[src/rtl/mmio_store_sink_if.sv]
// Bus bundle for mmio_store_sink: the CPU store/read port and the downstream stream.
// Optional STORE_SINK_TIMESTAMP_EN adds the out_ts head-stamp signal.
interface mmio_store_sink_if;
    logic        MemWrite;
    logic [31:0] DataAdr;
    logic [31:0] WriteData;
    logic [31:0] ReadData;
    logic        Hit;
    logic        out_valid;
    logic [31:0] out_data;
    logic        out_ready;
    logic        overflow;
`ifdef STORE_SINK_TIMESTAMP_EN
    logic [15:0] out_ts;
`endif

    modport slave (
        input  MemWrite, DataAdr, WriteData, out_ready,
        output ReadData, Hit, out_valid, out_data, overflow
`ifdef STORE_SINK_TIMESTAMP_EN
        , output out_ts
`endif
    );

    modport master (
        output MemWrite, DataAdr, WriteData, out_ready,
        input  ReadData, Hit, out_valid, out_data, overflow
`ifdef STORE_SINK_TIMESTAMP_EN
        , input out_ts
`endif
    );
endinterface

[src/rtl/mmio_store_sink.sv]
// Memory-mapped store sink: CPU stores to DATA are queued in a FIFO and drained over valid/ready.
// Define STORE_SINK_TIMESTAMP_EN to stamp each accepted word with a free-running 16-bit cycle count.
module mmio_store_sink #(
    parameter logic [31:0] BASE_ADR = 32'h0000_0100,
    parameter int          DEPTH    = 8
) (
    input  logic               clk,
    input  logic               reset,
    mmio_store_sink_if.slave   bus
);
    localparam int PTR_W = $clog2(DEPTH);
    localparam int CNT_W = PTR_W + 1;

    logic [31:0]      mem [DEPTH];
    logic [PTR_W-1:0] wr_ptr_q, wr_ptr_d;
    logic [PTR_W-1:0] rd_ptr_q, rd_ptr_d;
    logic [CNT_W-1:0] count_q, count_d;
    logic             overflow_q, overflow_d;
    logic             drain_en_q, drain_en_d;

    logic sel_data, sel_status, sel_ctrl;
    logic full, empty, push_req, push_ok, pop, drop, ovf_clr;
    logic [31:0] status;

`ifdef STORE_SINK_TIMESTAMP_EN
    logic [15:0] ts_mem [DEPTH];
    logic [15:0] ts_q, ts_d;
`endif

    // Exact-match decode: any unaligned or out-of-window address misses all three.
    assign sel_data   = (bus.DataAdr == BASE_ADR);
    assign sel_status = (bus.DataAdr == BASE_ADR + 32'd4);
    assign sel_ctrl   = (bus.DataAdr == BASE_ADR + 32'd8);
    assign bus.Hit    = sel_data | sel_status | sel_ctrl;

    assign full     = (count_q == CNT_W'(DEPTH));
    assign empty    = (count_q == '0);
    assign push_req = bus.MemWrite & sel_data;
    assign pop      = bus.out_valid & bus.out_ready;
    // A full FIFO still accepts when the head leaves in the same cycle.
    assign push_ok  = push_req & (~full | pop);
    assign drop     = push_req & full & ~pop;
    assign ovf_clr  = bus.MemWrite & sel_status & bus.WriteData[2];

    assign bus.out_valid = ~empty & drain_en_q;
    assign bus.out_data  = empty ? 32'h0 : mem[rd_ptr_q];
    assign bus.overflow  = overflow_q;
`ifdef STORE_SINK_TIMESTAMP_EN
    assign bus.out_ts    = empty ? 16'h0 : ts_mem[rd_ptr_q];
`endif

    always_comb begin
        // NOTE: every output of a combinational block gets a default first so no path can infer a latch.
        wr_ptr_d   = wr_ptr_q;
        rd_ptr_d   = rd_ptr_q;
        count_d    = count_q;
        overflow_d = overflow_q;
        drain_en_d = drain_en_q;

        if (push_ok) wr_ptr_d = wr_ptr_q + PTR_W'(1);
        if (pop)     rd_ptr_d = rd_ptr_q + PTR_W'(1);
        unique case ({push_ok, pop})
            2'b10:   count_d = count_q + CNT_W'(1);
            2'b01:   count_d = count_q - CNT_W'(1);
            default: count_d = count_q;
        endcase

        // A new drop outranks a clear arriving in the same cycle.
        if (drop)         overflow_d = 1'b1;
        else if (ovf_clr) overflow_d = 1'b0;

        if (bus.MemWrite && sel_ctrl) drain_en_d = bus.WriteData[0];
    end

    always_comb begin
        status             = '0;
        status[0]          = empty;
        status[1]          = full;
        status[2]          = overflow_q;
        status[8 +: CNT_W] = count_q;
`ifdef STORE_SINK_TIMESTAMP_EN
        status[31:16]      = ts_q;
`endif
    end

    always_comb begin
        bus.ReadData = 32'h0;
        if (sel_data)        bus.ReadData = bus.out_data;
        else if (sel_status) bus.ReadData = status;
        else if (sel_ctrl)   bus.ReadData = {31'h0, drain_en_q};
    end

`ifdef STORE_SINK_TIMESTAMP_EN
    assign ts_d = ts_q + 16'd1;
`endif

    // NOTE: state registers use non-blocking assignments so every flop samples pre-edge values.
    always_ff @(posedge clk or negedge reset) begin
        if (!reset) begin
            wr_ptr_q   <= '0;
            rd_ptr_q   <= '0;
            count_q    <= '0;
            overflow_q <= 1'b0;
            drain_en_q <= 1'b1;
`ifdef STORE_SINK_TIMESTAMP_EN
            ts_q       <= 16'h0;
`endif
        end else begin
            wr_ptr_q   <= wr_ptr_d;
            rd_ptr_q   <= rd_ptr_d;
            count_q    <= count_d;
            overflow_q <= overflow_d;
            drain_en_q <= drain_en_d;
`ifdef STORE_SINK_TIMESTAMP_EN
            ts_q       <= ts_d;
`endif
        end
    end

    // NOTE: storage has no reset; an empty FIFO never exposes it, so resetting it would only cost area.
    always_ff @(posedge clk) begin
        if (push_ok) begin
            mem[wr_ptr_q]    <= bus.WriteData;
`ifdef STORE_SINK_TIMESTAMP_EN
            ts_mem[wr_ptr_q] <= ts_q;
`endif
        end
    end
endmodule

[src/flat_wrapper.sv]
// flat-port wrapper written by rule: the top's interface ports become plain ports
module mmio_store_sink_flat 
#(
    parameter logic [31:0] BASE_ADR = 32'h0000_0100,
    parameter int          DEPTH    = 8
)
  (clk, reset, bus_MemWrite, bus_DataAdr, bus_WriteData, bus_out_ready, bus_ReadData, bus_Hit, bus_out_valid, bus_out_data, bus_overflow);
  mmio_store_sink_if bus_i ();
  input  logic clk;
  input  logic reset;
  input wire logic [$bits(bus_i.MemWrite)-1:0] bus_MemWrite;
  input wire logic [$bits(bus_i.DataAdr)-1:0] bus_DataAdr;
  input wire logic [$bits(bus_i.WriteData)-1:0] bus_WriteData;
  input wire logic [$bits(bus_i.out_ready)-1:0] bus_out_ready;
  output wire logic [$bits(bus_i.ReadData)-1:0] bus_ReadData;
  output wire logic [$bits(bus_i.Hit)-1:0] bus_Hit;
  output wire logic [$bits(bus_i.out_valid)-1:0] bus_out_valid;
  output wire logic [$bits(bus_i.out_data)-1:0] bus_out_data;
  output wire logic [$bits(bus_i.overflow)-1:0] bus_overflow;
  assign bus_i.MemWrite = bus_MemWrite;
  assign bus_i.DataAdr = bus_DataAdr;
  assign bus_i.WriteData = bus_WriteData;
  assign bus_i.out_ready = bus_out_ready;
  assign bus_ReadData = bus_i.ReadData;
  assign bus_Hit = bus_i.Hit;
  assign bus_out_valid = bus_i.out_valid;
  assign bus_out_data = bus_i.out_data;
  assign bus_overflow = bus_i.overflow;
  mmio_store_sink #(.BASE_ADR(BASE_ADR), .DEPTH(DEPTH)) u_core (.clk(clk), .reset(reset), .bus(bus_i));
endmodule
[config.mk]
export PLATFORM = sky130hd
export DESIGN_NAME = mmio_store_sink_flat
export DESIGN_NICKNAME = d
export VERILOG_FILES = /design/src/rtl/mmio_store_sink_if.sv /design/src/rtl/mmio_store_sink.sv /design/src/flat_wrapper.sv
export SDC_FILE = /design/constraint.sdc
export NUM_CORES = 1
export LEC_CHECK = 0
export CORE_MARGIN = 3
export CORE_UTILIZATION = 50
export CTS_CLUSTER_SIZE = 30
export DETAILED_ROUTE_END_ITERATION = 6
export PLACE_DENSITY = 0.73
export SLEW_MARGIN = 20
export SYNTH_ARGS = -nofsm -noshare
export SYNTH_HDL_FRONTEND = slang
export SYNTH_SLANG_ARGS = --single-unit
[constraint.sdc]
create_clock -name clk -period 5.7 [get_ports clk]
set_clock_uncertainty 0.1 [all_clocks]
set_input_delay 1.14 -clock clk [delete_from_list [all_inputs] [get_ports clk]]
set_output_delay 1.14 -clock clk [all_outputs]
set_load 0.05 [all_outputs]
==> metrics.txt <==
CP required=around 4500 ps; Post-Synth Adder-Cell Area=less than 1%; Sw Share=a little under a fifth; final wirelength=~24 mm; register area share after synthesis=72.3%; Synth area leaders=edfxtp_1 (70%), mux4_2 (13%), dfrtp_1 (2.5%); actual slew at the worst max-slew pin=902 ps; non-filler cells, final=between 1000 and 1500; vias per cell=about 5.8; # diodes=0; GP Congestion=0.808; hold_ws=around 440 ps; reg-to-reg startpoint=u_core.count_q[0]$_DFFE_PN0P_; Worst Reg-to-Reg Cells=10; Post-Synth Simple-Gate Area=under 10%; Ports=135; share of the synthesized area in the top cell type=between 60 and 70%; CP startpoint kind=input port; FILL cells=about 1500; crit share post-route=93.1%; IO Port Bufs=134; H-tree depth=1; post-CTS setup buffer count=0; CP dominant cell by count=clkdlybuf4s50_1; Leakage=4.16 nW; sequential power share=between 50 and 60%; syn nets=about 660; CP Data Arrival Time=between 4000 and 5000 ps; Hold Fails Final Rpt=0; Rel. slew slack=between 30% and 40%; setup TNS=0 ps; TritonCTS clock tree=built; P per Cell Area=~290 mW/mm^2; Critical Path Sink=bus_ReadData[17]; post-synthesis register bit count=268; ratio of cells with drive above 1 in the final layout=about a fifth; Final Power=approximately 3.9 mW; Syn Inst Count=approximately 600; Post-CTS Hold Fix Bufs=0; Clock power frac=between 40 and 50%; CTS max path bufs=3; fin. max-slew vios=0; pin count of the biggest net entering global routing=59; Row Count=53; Tightest Hold Check Type=reg -> reg; WL/cell=23.3 um; Largest stage delay, worst path=around 860 ps; drt first pass iters=5; mux share of post-synthesis cell area=~14%; initial antenna violation count=1; GRT met3 Usage=between 3 and 4%; Synth cell types=between 40 and 50; WP depth=7; HPWL Detailed=~14 mm; dpl ws=between 400 and 500 ps; R2R Path End=u_core.count_q[2]$_DFFE_PN0P_; Synth Area per Inst=18.9 sq um; Int Pwr=between 3 and 4 mW; Final Worst Setup Slack=around 400 ps; yosys warns=0; M1 GR Usage=about 28%; met2 Usage GRT=about 33%; initial drt markers=430; die height=155 um; WP buf/inv=3; Worst path slowest cell=clkdlybuf4s50_1; Total Routing Usage GR=20.0%; net switching power=a little over 700 uW; Max Clock Freq=~0.19 GHz; RSZ-0062 raised after global routing=false; CP Launch Point=bus_DataAdr[3]; xor and xnor fraction of the mapped netlist area=less than 1%; DRC=0; Final min period=roughly 5300 ps; Initial Util=a little over 50%; WS Path Type=in -> out; status=complete, no violations; dpl cells=just under 1000; Clock Sinks=about 270; post-synth top area cell=edfxtp_1; Core Util, Final=approximately 63%; Final Instance Area=about 0.014 sq mm; number of global-route vias before repair=~6400; GRT Residual Overflow=0; Cell Area, Synth=0.0111 sq mm; placed cell areas=~0.013 sq mm; number of max-cap violations=0; via count=between 5000 and 6000; core footprint=approximately 0.021 sq mm; area delta synth->final=22.5%; CTS clk-pin slew, worst paths=roughly 60 ps; CTS root buffer=clkbuf_16; fin nets=800; compound-gate portion of the synthesized area=roughly 4.0%; r2r setup slk=approximately 2700 ps; # setup viols final=0; first-pass GRT wire length=~37 mm; Num CTS Buffers=26; Die Area=0.0239 sq mm; Max FO, Critical Path=13; Horiz. Die Dim=between 150 and 200 um; worst-skew pair later-pin latency=just over 500 ps; combinational share of power=~2.1%; CP top delay family=buffers and inverters; largest family of logic cells by synthesized area=multiplexers; Max rail drop VDD=about 240 uV; layer with the highest usage=met2; post_cts resized=0; critical-path cell list=clkdlybuf4s50_1 -> nor4b_1 -> nand4_1 -> or2_2 -> buf_4 -> a211oi_1 -> clkdlybuf4s50_1; antenna-violating nets left=0; CP endpoint kind=primary output
[how the worst min path moves through the flow]
stage	startpoint	endpoint	slack, ps	depth (start not counted)
floorplan	u_core.count_q[3]$_DFFE_PN0P_	u_core.count_q[3]$_DFFE_PN0P_	380	1
global placement	u_core.count_q[3]$_DFFE_PN0P_	u_core.count_q[3]$_DFFE_PN0P_	430	1
detailed placement	u_core.count_q[3]$_DFFE_PN0P_	u_core.count_q[3]$_DFFE_PN0P_	430	1
CTS	u_core.count_q[3]$_DFFE_PN0P_	u_core.count_q[3]$_DFFE_PN0P_	440	1
global route	u_core.count_q[3]$_DFFE_PN0P_	u_core.count_q[3]$_DFFE_PN0P_	470	1
finish	u_core.count_q[3]$_DFFE_PN0P_	u_core.count_q[3]$_DFFE_PN0P_	440	1
[cell families (layout without fill, tap and decap cells)]
logic type / count (synthesis) / in the layout
simple gates: 122 / 122
buf+inv: 41 / 204
xor+xnor: 9 / 9
flops: 268 / 268
mux: 75 / 75
fa+ha+maj: 5 / 5
compound gates: 64 / 64
[Yosys cell counts (all sizes together)]
cell type and instances:
edfxtp 256, mux4 64, nand2 34, a21oi 27
nand2b 26, a211oi 25, buf 25, nor2 18
nor4 18, clkbuf 12, dfrtp 11, mux2i 7
nand4 6, ha 5, xor2 5, inv 4
mux2 4, nand3b 4, o31a 4, xnor2 4
nor2b 3, a31oi 2, nand3 2, nor3 2
or2 2, or3 2, a2111oi 1, a211o 1
a21bo 1, a21boi 1, and2 1, dfstp 1
nor3b 1, nor4b 1, o21bai 1, o32ai 1
or3b 1, or4 1
[layer usage]
layer,vias to the layer above,share of wire [%]
li1,2670,-
met1,3055,43
met2,219,49
met3,29,6.7
met4,2,1.4
met5,-,0.038
[registers in the layout, indices dropped and copies added, names as in the netlist]
register / cells
u_core.mem: 256
u_core.count_q: 4
u_core.rd_ptr_q: 3
u_core.wr_ptr_q: 3
u_core.bus.overflow: 1
u_core.drain_en_q: 1
[cells in the final DEF (no fill, tap or decap), drive strengths merged, types with 2 or more instances in the layout]
cell | Yosys | layout
edfxtp | 256 | 256
clkdlybuf4s50 | 0 | 127
mux4 | 64 | 64
clkbuf | 12 | 42
nand2 | 34 | 34
a21oi | 27 | 27
nand2b | 26 | 26
a211oi | 25 | 25
buf | 25 | 25
nor2 | 18 | 18
nor4 | 18 | 18
dfrtp | 11 | 11
mux2i | 7 | 7
nand4 | 6 | 6
xor2 | 5 | 5
ha | 5 | 5
o31a | 4 | 4
nand3b | 4 | 4
xnor2 | 4 | 4
clkinv | 0 | 4
inv | 4 | 4
mux2 | 4 | 4
nor2b | 3 | 3
or3 | 2 | 2
nor3 | 2 | 2
nand3 | 2 | 2
a31oi | 2 | 2
or2 | 2 | 2
[worst reg2reg max path, delay by kind of cell (launching register included)]
family | cells | cell delay, ps
simple gates | 3 | 650
compound gates | 1 | 150
flops | 1 | 480
xor+xnor | 3 | 460
fa+ha+maj | 2 | 530
buf+inv | 1 | 560
[cell type report]
| type | count | area [sq um] | area share [%] |
|---|---|---|---|
| clock buffers | 42 | 762 | 5.63 |
| clock inverters | 6 | 57.6 | 0.425 |
| multi-input cells | 275 | 2900 | 21.4 |
| flip-flops and latches | 268 | 8000 | 59.1 |
| repair buffers | 152 | 1460 | 10.8 |
| well taps | 275 | 344 | 2.54 |
| inverters | 4 | 15.0 | 0.111 |
[power by group through the flow]
stage	Combinational, mW	Clock, mW	Sequential [mW]
2_1_floorplan	0.00649	0	2.20
3_3_place_gp	0.0773	0	2.20
3_5_place_dp	0.0822	0	2.20
4_1_cts	0.0826	1.66	2.15
5_1_grt	0.0890	1.75	2.15
6_report	0.0826	1.63	2.16
No activity file was read; power rests on OpenSTA's default activity.
==> RTL change 1, RTL diff (config.mk and constraints unchanged) <==
`DEPTH` is set to 8 in 2 places; all go to 4.
--- a/src/rtl/mmio_store_sink.sv
+++ b/src/rtl/mmio_store_sink.sv
@@ -3,5 +3,5 @@
 module mmio_store_sink #(
     parameter logic [31:0] BASE_ADR = 32'h0000_0100,
-    parameter int          DEPTH    = 8
+    parameter int          DEPTH    = 4
 ) (
     input  logic               clk,
--- a/src/flat_wrapper.sv
+++ b/src/flat_wrapper.sv
@@ -3,5 +3,5 @@
 #(
     parameter logic [31:0] BASE_ADR = 32'h0000_0100,
-    parameter int          DEPTH    = 8
+    parameter int          DEPTH    = 4
 )
   (clk, reset, bus_MemWrite, bus_DataAdr, bus_WriteData, bus_out_ready, bus_ReadData, bus_Hit, bus_out_valid, bus_out_data, bus_overflow);
Behaviour: not the same (Yosys sat finds a counterexample within 10 cycles, from zero or initial values and one cycle with reset low).
==> RTL change 1 against the unedited design <==
  * Power down 45%
  * Final area fell by 43%
  * Hold slack improved by 0.0089 ns
  * Wire length down 49%
  * Synthesized area fell by 48%
  * Sequential share of layout area decreased by 6.6 points
  * Sequential cell count is 131 lower
  * Utilization rose by 7.0 points
  * Setup slack improved by 0.17 ns
  * Via count decreased by 44%
  * Maximum frequency grew 3.3%
  * Critical path type unchanged
==> RTL change 1: results (changes against the unedited design) <==
input/output buffers=134 (unchanged); final weighted congestion in routability-driven placement=0.812 (+0.53%); maximum net fanout on the critical path=32 (+19); commonest cells in the netlist=128 x sky130_fd_sc_hd__edfxtp_1, 64 x sky130_fd_sc_hd__and2_1, 32 x sky130_fd_sc_hd__mux4_2, 12 x sky130_fd_sc_hd__clkbuf_1, 8 x sky130_fd_sc_hd__dfrtp_1; worst slew slack as a fraction of its limit=0.389 (-0.0102); vias in the first global route=3,547 (-44%); starting DRC count in detailed routing=158 (-63%); CTS Root Buffer Type=sky130_fd_sc_hd__clkbuf_16; Max IR drop VDD=0.224 mV (-6.9%); Largest regs=u_core.mem (128), u_core.count_q (3); Yosys warning total=0 (unchanged); number of buffers on the longest clock path=2 (-1); xor and xnor fraction of the mapped netlist area=0.00610 (-0.00103); vias post-DR=3,335 (-44%); clock-pin slew of the registers on the worst-case setup and hold paths=0.05 ns; arrival time of data at the critical path endpoint=3.90 ns (-0.17 ns); launching instance or port of the critical path=bus_DataAdr[21]; first-pass GRT wire length=19.3 mm (-48%); EDFF count, synth=128 (-50%); post-synthesis net count=387 (-41%); number of iterations in the first detailed-routing pass=4 (-1); Leak Pwr=0.00256 uW (-39%); initial antenna violation count=0 (-1); number of clock buffers inserted by TritonCTS=17 (-35%); Synth async-reset ratio=0.0657 (+0.0209); clk_lat worst skew=0.40 ns (-0.11 ns); compound-cell area share of the yosys netlist=0.0168 (-0.0231); sequential cell area fraction in the yosys report=0.709 (-0.0141); mux cell area share after synthesis=0.136 (-0.00509); worst min path class=flip-flop to flip-flop; outcome=finished clean; Final Net Count=529 (-34%); Die Outline Area=12,800 um2 (-46%); worst setup timing slack at the placement stage=0.533 ns (+0.124 ns); delay of the slowest cell on the worst path=0.81 ns (-0.05 ns); kind of cell with the highest combined delay on the critical path=buffers and inverters; All-Layer GR Usage=0.198 (-0.00239); ratio of cells with drive above 1 in the final layout=0.160 (-0.0419); maximum number of pins on one net before global-route repair=34 (-42%); startpoint of the lowest-slack hold path=u_core.bus.overflow; Final HPWL DP=7.68 mm (-44%); Adder-Cell Fraction of Synth Area=0.0122 (+0.00654); FF-to-FF Start=u_core.drain_en_q; via density per instance=5.49 (-6.2%); Post-CTS Setup Repair Bufs=0 (unchanged); DR WL/cell=19.8 um (-15%); number of different library cells in the post-synthesis netlist=37 (-18%); htree depth=4 (+3); number of instances in the synthesized netlist=314 (-46%); cell total after placement=577 (-41%); top cells by area, synth=sky130_fd_sc_hd__edfxtp_1 67%, sky130_fd_sc_hd__mux4_2 13%, sky130_fd_sc_hd__and2_1 7.0%
## RTL change 1: cell count changes after synthesis, sizes merged, moves of 11 or more
cell	unedited run	this run
nand2	34	4
and2	1	64
buf	25	4
a211oi	25	1
a21oi	27	3
nor2	18	4
edfxtp	256	128
nor4	18	7
mux4	64	32
nand2b	26	1
## RTL change 1: area by class of cell
type / instances / area [um2]
sequential: 137 / 4070
fill: 752 / 3270
multi-input combinational: 156 / 1600
timing repair buffer: 139 / 1380
clock buffer: 19 / 433
tap: 140 / 175
clock inverter: 12 / 85.1
inverter: 5 / 18.8
## RTL change 1: per-layer routing
layer,part of all wire,track usage,vias up
met3,0.069,0.0519,6
met2,0.51,0.335,120
li1,-,-,1523
met4,0.0056,0.0529,0
met5,0,0,-
met1,0.42,0.255,1686
## RTL change 1: cell families after synthesis
kind of cell,after synthesis
simple gates,98
buf+inv,21
xor+xnor,4
flops,137
fa+ha+maj,5
mux,36
compound gates,13
## RTL change 1: where the power goes
| group | internal, uW | switching [uW] | leakage (uW) |
|---|---|---|---|
| clock | 586 | 374 | 0.000252 |
| combinational | 41.9 | 20.3 | 0.00105 |
| sequential | 1100 | 0.00000735 | 0.00125 |
| total | 1730 | 394 | 0.00256 |
## RTL change 1: through the flow
| stage | utilization | hold WS, ns | instance area [um2] |
|---|---|---|---|
| after floorplan | - | 0.430 | 5740 |
| after global placement | 0.657 | 0.438 | 7250 |
| after detailed placement | 0.657 | 0.437 | 7250 |
| after CTS | 0.704 | 0.446 | 7760 |
| after global routing | 0.704 | 0.473 | 7760 |
| final | 0.704 | 0.450 | 7760 |
## RTL change 1: path summary, 6_finish.rpt
path,to,slack [ns],depth (start not counted)
min in group asynchronous,u_core.rd_ptr_q[1],0.94,1
max in group asynchronous,u_core.drain_en_q,4.23,1
min,u_core.bus.overflow,0.45,1
max,bus_ReadData[2],0.56,7
max reg2reg,u_core.mem[0][17],2.81,4
min reg2reg,u_core.bus.overflow,0.45,1
==> RTL change 2, RTL diff (config.mk and constraints unchanged) <==
Made on the original files. Make the reset (`reset`) synchronous in one clocked block.
--- a/src/rtl/mmio_store_sink.sv
+++ b/src/rtl/mmio_store_sink.sv
@@ -96,5 +96,5 @@
 
     // NOTE: state registers use non-blocking assignments so every flop samples pre-edge values.
-    always_ff @(posedge clk or negedge reset) begin
+    always_ff @(posedge clk) begin
         if (!reset) begin
             wr_ptr_q   <= '0;
Function: differs if reset is asserted again (counterexample within 4 cycles, from zero or initial values and one cycle with reset low); with reset held inactive, the same outputs for 4 cycles.
==> RTL change 2 against the unedited design <==
  * Synthesized area shrank 0.27%
  * Clock power is 7% higher
  * Setup slack gained 0.21 ns
  * Wire length fell by 3.3%
  * Sequential cell count up 3
  * Sequential share of layout area is 0.089 points higher
  * Critical path depth unchanged
  * Final area decreased by 0.17%
  * Power is 3.3% higher
  * Largest power group unchanged
==> RTL change 2: results (changes against the unedited design) <==
outcome=finished clean; R2R Path End=u_core.count_q[2]; starting DRC count in detailed routing=488 (+13%); final weighted congestion in routability-driven placement=0.786 (-2.7%); top cells by area, synth=sky130_fd_sc_hd__edfxtp_1 70%, sky130_fd_sc_hd__mux4_2 13%, sky130_fd_sc_hd__dfxtp_1 2.7%; first-pass GRT wire length=35.3 mm (-4.3%); maximum number of pins on one net before global-route repair=65 (+10%); commonest cells in the netlist=256 x sky130_fd_sc_hd__edfxtp_1, 64 x sky130_fd_sc_hd__mux4_2, 39 x sky130_fd_sc_hd__nand2_1, 30 x sky130_fd_sc_hd__nand2b_1, 26 x sky130_fd_sc_hd__and2_1; sum of routed wire length over all layers=23.1 mm (-3.3%); cell total after placement=975 (+0.10%); FF-to-FF Start=u_core.count_q[1]; arrival time of data at the critical path endpoint=3.85 ns (-0.22 ns); Filler Cells Inserted=1,484 (-0.27%); initial antenna violation count=0 (-1); ratio of cells with drive above 1 in the final layout=0.186 (-0.0163); post-synthesis net count=661 (+0.61%); vias in the first global route=6,124 (-3.9%); CTS Root Buffer Type=sky130_fd_sc_hd__clkbuf_16; Leak Pwr=0.00419 uW (+0.81%); Largest regs=u_core.mem (256), u_core.count_q (4); startpoint of the lowest-slack hold path=u_core.bus.overflow; delay of the slowest cell on the worst path=0.80 ns (-0.06 ns); Max IR drop VDD=0.183 mV (-24%); via density per instance=5.78 (-1.1%); worst slew slack as a fraction of its limit=0.292 (-0.107); All-Layer GR Usage=0.192 (-0.00767); vias post-DR=5,915 (-1.0%); number of clock buffers inserted by TritonCTS=26 (unchanged); Multi-input gate area=2860 um2 (-1.6%); total placed instance area=12,600 um2 (-0.86%); Final Net Count=802 (+0.25%); crit path time final=5.09 ns (-0.213 ns); setup slack on the worst flop-to-flop path=2.56 ns (-0.09 ns); worst-case hold path end point=u_core.bus.overflow; Hold Worst Slack=0.394 ns (-0.0470 ns); number of different library cells in the post-synthesis netlist=46 (+2.2%); critical path endpoint=bus_ReadData[19]; Synth async-reset ratio=0 (-0.0448); number of cells on the worst hold path=2 (+1); Post-CTS Setup Repair Bufs=0 (unchanged); number of instances in the synthesized netlist=588 (+0.68%); maximum net fanout on the critical path=35 (+22); sequential cell area fraction in the yosys report=0.724 (+0.00185); Final HPWL DP=12.8 mm (-6.6%); worst setup timing slack at the placement stage=0.604 ns (+0.195 ns)
RTL change 2: cell families (layout without fill, tap and decap cells):
logic type	count (synthesis)	count (layout)	share of synthesized area
xor gates and xnor gates	5	5	0.00397
AOI/OAI and AO/OA	51	51	0.0310
buffers and inverters	35	195	0.0197
adders and majority gates	5	5	0.00567
DFF	271	271	0.724
muxes	68	68	0.134
and+or+nand+nor	153	153	0.0808
RTL change 2: metal layers:
metal / up-vias / track usage / share of wire
met3: 43 / 0.0367 / 0.081
met1: 2973 / 0.254 / 0.40
met5: - / 0 / 0
li1: 2640 / - / -
met4: 0 / 0.0593 / 0.025
met2: 259 / 0.328 / 0.50
RTL change 2: area by class of cell:
type                       instances  share of cell area
timing repair buffer             144               0.105
multi-input combinational        282               0.211
clock buffer                      40              0.0575
sequential                       271               0.592
tap                              275              0.0255
clock inverter                     7             0.00805
inverter                           4             0.00111
RTL change 2: power by group:
group / internal [uW] / switching, uW
clock: 1070 / 676
combinational: 42.7 / 34.6
sequential: 2170 / 0.000000104
